`config.mk`:
```
export PLATFORM = sky130hd
export DESIGN_NAME = uart_receiver
export DESIGN_NICKNAME = d
export VERILOG_FILES = /design/src/rtl/uart_receiver.sv
export SDC_FILE = /design/constraint.sdc
export NUM_CORES = 1
export LEC_CHECK = 0
export CORE_MARGIN = 5
export CORE_UTILIZATION = 54
export DETAILED_ROUTE_END_ITERATION = 7
export PLACE_DENSITY = 0.83
export SLEW_MARGIN = 20
export SYNTH_ARGS = -nofsm -noshare
export SYNTH_HDL_FRONTEND = slang
export SYNTH_SLANG_ARGS = --single-unit
```
`constraint.sdc`:
```
create_clock -name CLK -period 2 [get_ports CLK]
set_input_delay 0.4 -clock CLK [delete_from_list [all_inputs] [get_ports CLK]]
set_output_delay 0.4 -clock CLK [all_outputs]
set_load 0.01 [all_outputs]
```
`src/rtl/uart_receiver.sv`:
```
// UART receive deframer: 16x-oversampled start/data/parity/stop with per-word error flags.
// Define UART_RX_SYNC_EN to pass RX through a two-flop synchronizer (adds 2 CLK latency).
module uart_receiver #(
   parameter int DATA_WIDTH     = 8,
   parameter int STOP_BIT_TICKS = 16
) (
   input  logic                          CLK,
   input  logic                          RESET,
   input  logic                          PARITY_EN,
   input  logic                          PARITY_MODE,
   input  logic                          RX_BR_TICKS,
   input  logic                          RX,
   output logic [DATA_WIDTH-1:0]         RX_DATA_OUT,
   output logic                          RX_DONE,
   output logic                          PARITY_ERR,
   output logic                          FRAME_ERR,
   output logic [2:0]                    State_dpg,
   output logic [$clog2(DATA_WIDTH)-1:0] bit_idx_dpg
);

   localparam int SW = $clog2(STOP_BIT_TICKS);
   localparam int NW = $clog2(DATA_WIDTH);
   localparam logic [SW-1:0] S_MID  = SW'(7);
   localparam logic [SW-1:0] S_BIT  = SW'(15);
   localparam logic [SW-1:0] S_STOP = SW'(STOP_BIT_TICKS - 1);
   localparam logic [NW-1:0] N_LAST = NW'(DATA_WIDTH - 1);

   typedef enum logic [2:0] {
      IDLE   = 3'b000,
      START  = 3'b001,
      DATA   = 3'b010,
      PARITY = 3'b011,
      STOP   = 3'b100
   } state_t;

   state_t                state_q, state_d;
   logic [SW-1:0]         s_q, s_d;
   logic [NW-1:0]         n_q, n_d;
   logic [DATA_WIDTH-1:0] shift_q, shift_d;
   logic                  perr_q, perr_d;
   logic                  mode_q, mode_d;
   logic                  stop_q, stop_d;
   logic                  pend_q, pend_d;
   logic                  rx_s;

`ifdef UART_RX_SYNC_EN
   logic [1:0] sync_q;

   always_ff @(posedge CLK or negedge RESET) begin
      if (!RESET) sync_q <= '1;
      else        sync_q <= {sync_q[0], RX};
   end

   assign rx_s = sync_q[1];
`else
   assign rx_s = RX;
`endif

   always_comb begin
      state_d = state_q;
      s_d     = s_q;
      n_d     = n_q;
      shift_d = shift_q;
      perr_d  = perr_q;
      mode_d  = mode_q;
      stop_d  = stop_q;
      pend_d  = 1'b0;
      unique case (state_q)
         IDLE: begin
            if (!rx_s) begin
               s_d     = '0;
               state_d = START;
            end
         end
         START: begin
            if (RX_BR_TICKS) begin
               if (s_q == S_MID) begin
                  if (!rx_s) begin
                     s_d     = '0;
                     n_d     = '0;
                     state_d = DATA;
                  end else begin
                     state_d = IDLE;
                  end
               end else begin
                  s_d = s_q + SW'(1);
               end
            end
         end
         DATA: begin
            if (RX_BR_TICKS) begin
               if (s_q == S_BIT) begin
                  shift_d = {rx_s, shift_q[DATA_WIDTH-1:1]};
                  s_d     = '0;
                  if (n_q == N_LAST) begin
                     // parity config is latched here so later changes cannot affect this frame
                     perr_d  = 1'b0;
                     mode_d  = PARITY_MODE;
                     state_d = PARITY_EN ? PARITY : STOP;
                  end else begin
                     n_d = n_q + NW'(1);
                  end
               end else begin
                  s_d = s_q + SW'(1);
               end
            end
         end
         PARITY: begin
            if (RX_BR_TICKS) begin
               if (s_q == S_BIT) begin
                  perr_d  = rx_s ^ (^shift_q) ^ mode_q;
                  s_d     = '0;
                  state_d = STOP;
               end else begin
                  s_d = s_q + SW'(1);
               end
            end
         end
         STOP: begin
            if (RX_BR_TICKS) begin
               if (s_q == S_STOP) begin
                  stop_d  = rx_s;
                  pend_d  = 1'b1;
                  state_d = IDLE;
               end else begin
                  s_d = s_q + SW'(1);
               end
            end
         end
         default: state_d = IDLE;
      endcase
   end

   always_ff @(posedge CLK or negedge RESET) begin
      if (!RESET) begin
         state_q <= IDLE;
         s_q     <= '0;
         n_q     <= '0;
         shift_q <= '0;
         perr_q  <= 1'b0;
         mode_q  <= 1'b0;
         stop_q  <= 1'b1;
         pend_q  <= 1'b0;
      end else begin
         state_q <= state_d;
         s_q     <= s_d;
         n_q     <= n_d;
         shift_q <= shift_d;
         perr_q  <= perr_d;
         mode_q  <= mode_d;
         stop_q  <= stop_d;
         pend_q  <= pend_d;
      end
   end

   // word is published one CLK after the stop decision, leaving the FSM free to catch a new start bit
   always_ff @(posedge CLK or negedge RESET) begin
      if (!RESET) begin
         RX_DATA_OUT <= '0;
         RX_DONE     <= 1'b0;
         PARITY_ERR  <= 1'b0;
         FRAME_ERR   <= 1'b0;
      end else begin
         RX_DONE <= pend_q;
         if (pend_q) begin
            RX_DATA_OUT <= shift_q;
            PARITY_ERR  <= perr_q;
            FRAME_ERR   <= ~stop_q;
         end
      end
   end

   assign State_dpg   = state_q;
   assign bit_idx_dpg = n_q;

endmodule

```
* Word-level counts from Yosys, hierarchy flattened *
Cells that the tools add are included.

operators by class
  add/subtract/negate cells = 2
  equal/unequal tests = 21
  multiplexer cells = 37
  bitwise logic cells = 3
  reductions and logical operators = 13

operators with widths
  kind                                            count
  two-way mux 3 bit                               17
  two-way mux 4 bit                               7
  != test 2 bit (second input constant)           13
  case mux 4 bit (4 select lines)                 1
  case mux 3 bit (5 select lines)                 1
  AND reduction 10 bit                            1
  two-way mux 1 bit                               8
  parity 8 bit                                    1
  AND reduction 7 bit                             1
  == test 3 x 2 -> 1 bit (second input constant)  2
  == test 3 bit (second input constant)           2
  case mux 3 bit (2 select lines)                 1
  AND reduction 3 bit                             2
  AND reduction 6 bit                             1
  AND reduction 5 bit                             1
  adder 4 x 1 -> 4 bit (second input constant)    1
  == test 4 x 3 -> 1 bit (second input constant)  1
  == test 4 bit (second input constant)           1
  AND reduction 4 bit                             1
  nonzero test 2 bit                              2
  nonzero test 4 bit                              1
  adder 3 x 1 -> 3 bit (second input constant)    1
  == test 3 x 1 -> 1 bit (second input constant)  1
  logical NOT 3 bit                               1
  other kinds (6)                                 7

word-level totals
  flip-flop bits (word level) = 33
  bits of input ports = 6
  output and inout port bits = 17
  word-level logic and storage cells = 88

* Logic depth before layout (Yosys ltp) *
  word-level depth = 6
  depth in mapped cells = 7
  gate-level depth less buffers = 7

* Least setup slack after synthesis *
No wires, ideal clock.

  kind = flip-flop to flip-flop
  start = register s_q[0]
  end = register n_q[0], in the netlist bit_idx_dpg[0]
  library setup time = 0.128 ns
  data arrival time = 1.556 ns
  data required time = 1.872 ns
  setup slack = 0.317 ns
  stages on the path, launching flop included = 7
  buffers on the path = 1
  clock period less this slack = 1.683 ns
  cells stage by stage = dfrtp_1 -> ha_1 -> and3_1 -> buf_6 -> o221ai_2 -> nor3_4 -> mux2_1

between the ends
  longest elaborated chain between the ends = 3
  elaborated cells on any way between the ends = 5
  those cells by class = 4 x eq/ne; 1 x reduce/logical

RTL lines
  what                                                     RTL line  RTL
  from (decl)                                              37        logic [SW-1:0] s_q, s_d;
  from (signal assigned)                                   137       s_q <= '0;
  from (signal assigned)                                   146       s_q <= s_d;
  == test 4 bit or == test 4 x 3 -> 1 bit (tied branches)  92, 77
  != test 2 bit (no line)                                  -
  AND reduction 7 bit (no line) (*)                        -
  to (signal assigned)                                     147       n_q <= n_d;
  to (decl)                                                38        logic [NW-1:0] n_q, n_d;

Mark *: on every way between the ends. The rest lies on a longest branch, timed or not.
A chain may end at the register's enable or synchronous reset.

* Final worst setup path *
  start = register state_q[1], in the netlist State_dpg[1]
  end = output State_dpg[1]

RTL lines
  what                    RTL line  RTL
  from (decl)             36        state_t state_q, state_d;
  from (signal assigned)  145       state_q <= state_d;
  to (decl)               17        output logic [2:0] State_dpg,

No word-level cell between the ends.

==> impl_metrics.py <==
metrics = {
    "grt": {
        "grt_overflow": 0,
        "grt_use_total_pct": 17.8,
        "grt_pass1_vias": 1277,
        "grt_pass1_wl_um": 6040,
        "grt_max_degree": 34,
        "grt_antenna_before_repair": 0,
    },
    "drt": {
        "via_count": 1248,
        "drtIter0Drc": 105,
        "drc": 0,
        "drt-pass1-iter-count": 4,
        "via_per_inst": 5.52,
        "wl_per_cell_um": 15.6,
        "ant_nets": 0,
        "routed_wirelength_um": 3530,
    },
    "clock_tree": {
        "cts_buffers": 5,
        "ctsHoldBuffers": 0,
        "post_cts_buffers": 0,
        "clkTransAtPathRegs_ns": 0.11,
        "htreeDepth": 2,
        "clock_path_buffers": 2,
        "cts_tree": "done",
        "cts_root_buf": "clkbuf_4",
        "clock-sinks": 33,
        "clock_latency_ns": 0.35,
    },
    "worst_setup_path": {
        "crit_path_start": "State_dpg[1]",
        "r2r_start": "s_q[1]",
        "cp_data_required_time_ns": 1.60,
        "worstPathArrival_ns": 1.53,
        "crit_chain": "buf_4 -> clkdlybuf4s50_1",
        "critPathKind": "reg -> out",
        "end_kind": "output pin",
        "max_stage_delay_ns": 0.56,
        "crit_slowest_cell": "clkdlybuf4s50_1",
        "crit_path_start_kind": "register",
        "crit_path_max_fanout": 11,
        "critical_path.top_delay_family": "buffers and inverters",
        "crit_buf_inv": 2,
    },
    "sta": {
        "worst_slew_pin_slew_ns": 0.462,
        "rsz0062_at_grt": "false",
        "period_share_pct": 96.4,
        "final-hold-violation-count": 0,
        "max_freq_ghz": 0.518,
        "slew_viol_final": 0,
        "timing.clock.skew_ns": 0.0115,
        "min_period_ns": 1.93,
        "slew_headroom_pct": 69.2,
        "finalSetupViolCount": 0,
        "tns_ns": 0,
    },
    "finish": {
        "finalInstanceArea_mm2": 0.00217,
        "multi_input_area_um2": 887,
        "fill_cells": 259,
        "drive_gt1_share_pct": 28.3,
        "fin_nets": 188,
        "diodes": 0,
        "regArea_um2": 828,
        "syn_to_final_growth_pct": 21.4,
    },
    "logic_synthesis": {
        "synth.yosys.seq_area_share_pct": 46.2,
        "synth_xor_area_share_pct": 5.38,
        "synth-compound-area-share_pct": 14.6,
        "yosys_warnings": 0,
        "synth_edf_count": 0,
        "synth-main-ff-cell": "dfrtp_1",
        "syn_nets": 160,
        "synthAdderAreaFrac_pct": 2.65,
        "yosys.area_share.simple_pct": 11.5,
        "syn_inst": 151,
        "synth_cell_types": 52,
        "async_flop_share_pct": 100,
        "synth_top_area_share_pct": 44.7,
        "synth_area_leaders": "dfrtp_1 45%, mux2_2 12%, xnor2_1 4.9%",
        "syn_area_mm2": 0.00179,
        "synth_top_family_by_area": "multiplexers",
        "synthMuxAreaShare_pct": 15.2,
        "ys_ff_latch": 33,
        "synth_top_cell_by_area": "dfrtp_1",
        "avgSynthCellArea_um2": 11.9,
    },
    "placement": {
        "placed_area_mm2": 0.00207,
        "dp_hpwl_um": 2540,
        "place.gp.congestion": 0.846,
        "port_buffers": 22,
    },
    "floorplan": {
        "dieArea_mm2": 0.00457,
        "fp.coreArea_mm2": 0.00328,
        "placement_rows": 21,
        "pin_count": 23,
        "start_util_pct": 54.6,
        "die_w_um": 67.6,
        "die_y_um": 67.6,
    },
    "outcome": {
        "run_status": "complete, no violations",
    },
    "power": {
        "power_density_mw_per_mm2": 1100,
        "p_leak_nw": 0.995,
        "ir_worst_vdd_mv": 0.765,
    },
    "run": {
        "drv_cap": 0,
    },
    "min_path": {
        "min_path_type": "in -> async",
    },
}
==> registers in the layout (all words and copies together), names as in the netlist <==
name,cells
shift_q,8
RX_DATA_OUT,8
mode_q,1
perr_q,1
PARITY_ERR,1
State_dpg,3
s_q,4
stop_q,1
RX_DONE,1
bit_idx_dpg,3
pend_q,1
FRAME_ERR,1
==> metrics by stage <==
step / power [mW] / utilization [%] / setup slack, ns / hold WS [ns] / std cells
final: 2.39 / 66.2 / 0.0712 / 0.452 / 226
after global routing: 2.54 / 66.2 / 0.00564 / 0.482 / 226
after CTS: 2.39 / 66.1 / 0.00868 / 0.472 / 226
after detailed placement: 1.76 / 62.9 / 0.0380 / 0.496 / 218
after global placement: 1.73 / 62.9 / 0.0637 / 0.492 / 218
after floorplan: 1.52 / - / 0.317 / 0.104 / 151
==> final timing paths <==
| path | to | slack [ns] | depth (start not counted) |
|---|---|---|---|
| worst max-delay path | State_dpg[1] | 0.07 | 2 |
| worst min-delay path | s_q[3] | 0.45 | 2 |
| worst max register to register | bit_idx_dpg[0] | 0.12 | 6 |
| worst min register to register | RX_DATA_OUT[1] | 0.52 | 1 |
| max in group asynchronous | State_dpg[1] | 1.22 | 2 |
| min in group CLK | RX_DATA_OUT[1] | 0.52 | 1 |
==> kinds of logic after synthesis <==
logic type,count (synthesis)
buffers and inverters,15
XOR/XNOR,11
AO/OA/AOI/OAI,32
flip-flops,33
multiplexers,24
adder cells (fa/ha/maj),4
AND/OR/NAND/NOR,32
==> power breakdown <==
group / leakage, nW / switching [mW] / internal (mW)
Clock: 0.0552 / 0.246 / 0.387
Combinational: 0.492 / 0.495 / 0.432
Sequential: 0.448 / 0.0953 / 0.736
==> placed cells by master, fill, tap and decap left out, types with 2 or more instances in the layout <==
master,instances
buf_4,7
nor3b_1,2
mux2_2,19
a21o_1,5
nand3_1,2
ha_1,2
inv_1,7
o21ai_0,5
nand3b_1,2
xnor2_1,10
mux2_1,3
o21ai_2,2
clkbuf_4,5
nand2_1,3
bufinv_16,2
nor2_1,10
clkdlybuf4s50_1,22
a21oi_1,3
dfrtp_1,31
nand2b_1,3
==> worst register-to-register path: stages (launching register included) <==
cell and delay (ns):
dfrtp_1 0.42, ha_2 0.24, nand2_1 0.13, o21ai_2 0.19
o221ai_2 0.18, nor3_4 0.26, mux2_1 0.34
==> metal layers <==
layer / wire length (µm) / part of all wire, % / GRT usage (%) / up-vias
li1: - / - / - / 601
met1: 1520 / 43 / 21.0 / 613
met2: 1800 / 51 / 29.4 / 25
met3: 129 / 3.7 / 6.49 / 9
met4: 79 / 2.2 / 7.09 / 0
met5: 0 / 0 / 0 / -
==> cells in the mapped netlist, types with 2 or more instances <==
| cell type | number |
|---|---|
| dfrtp_1 | 32 |
| mux2_2 | 19 |
| nor2_1 | 10 |
| xnor2_1 | 10 |
| inv_1 | 7 |
| a21o_1 | 5 |
| o21ai_0 | 5 |
| a21oi_1 | 3 |
| ha_1 | 3 |
| mux2_1 | 3 |
| nand2_1 | 3 |
| nand2b_1 | 3 |
| buf_2 | 2 |
| buf_4 | 2 |
| buf_6 | 2 |
| clkbuf_1 | 2 |
| nand3_1 | 2 |
| nand3b_1 | 2 |
| nor3b_1 | 2 |
| o21ai_2 | 2 |
==> area by class of cell <==
cell class | instances | area share, %
Tap cell | 46 | 2.65
Timing Repair Buffer | 29 | 12.5
Sequential cell | 33 | 38.1
Clock inverter | 3 | 2.99
Inverter | 7 | 1.21
Multi-Input combinational cell | 103 | 40.8
Clock buffer | 5 | 1.73
==> timing repair <==
item,in CTS,in global routing
endpoints found under the setup margin,0,4
gates resized for setup,0,3
endpoints found under the hold margin,0,0
(Power assumes the default switching activity.)
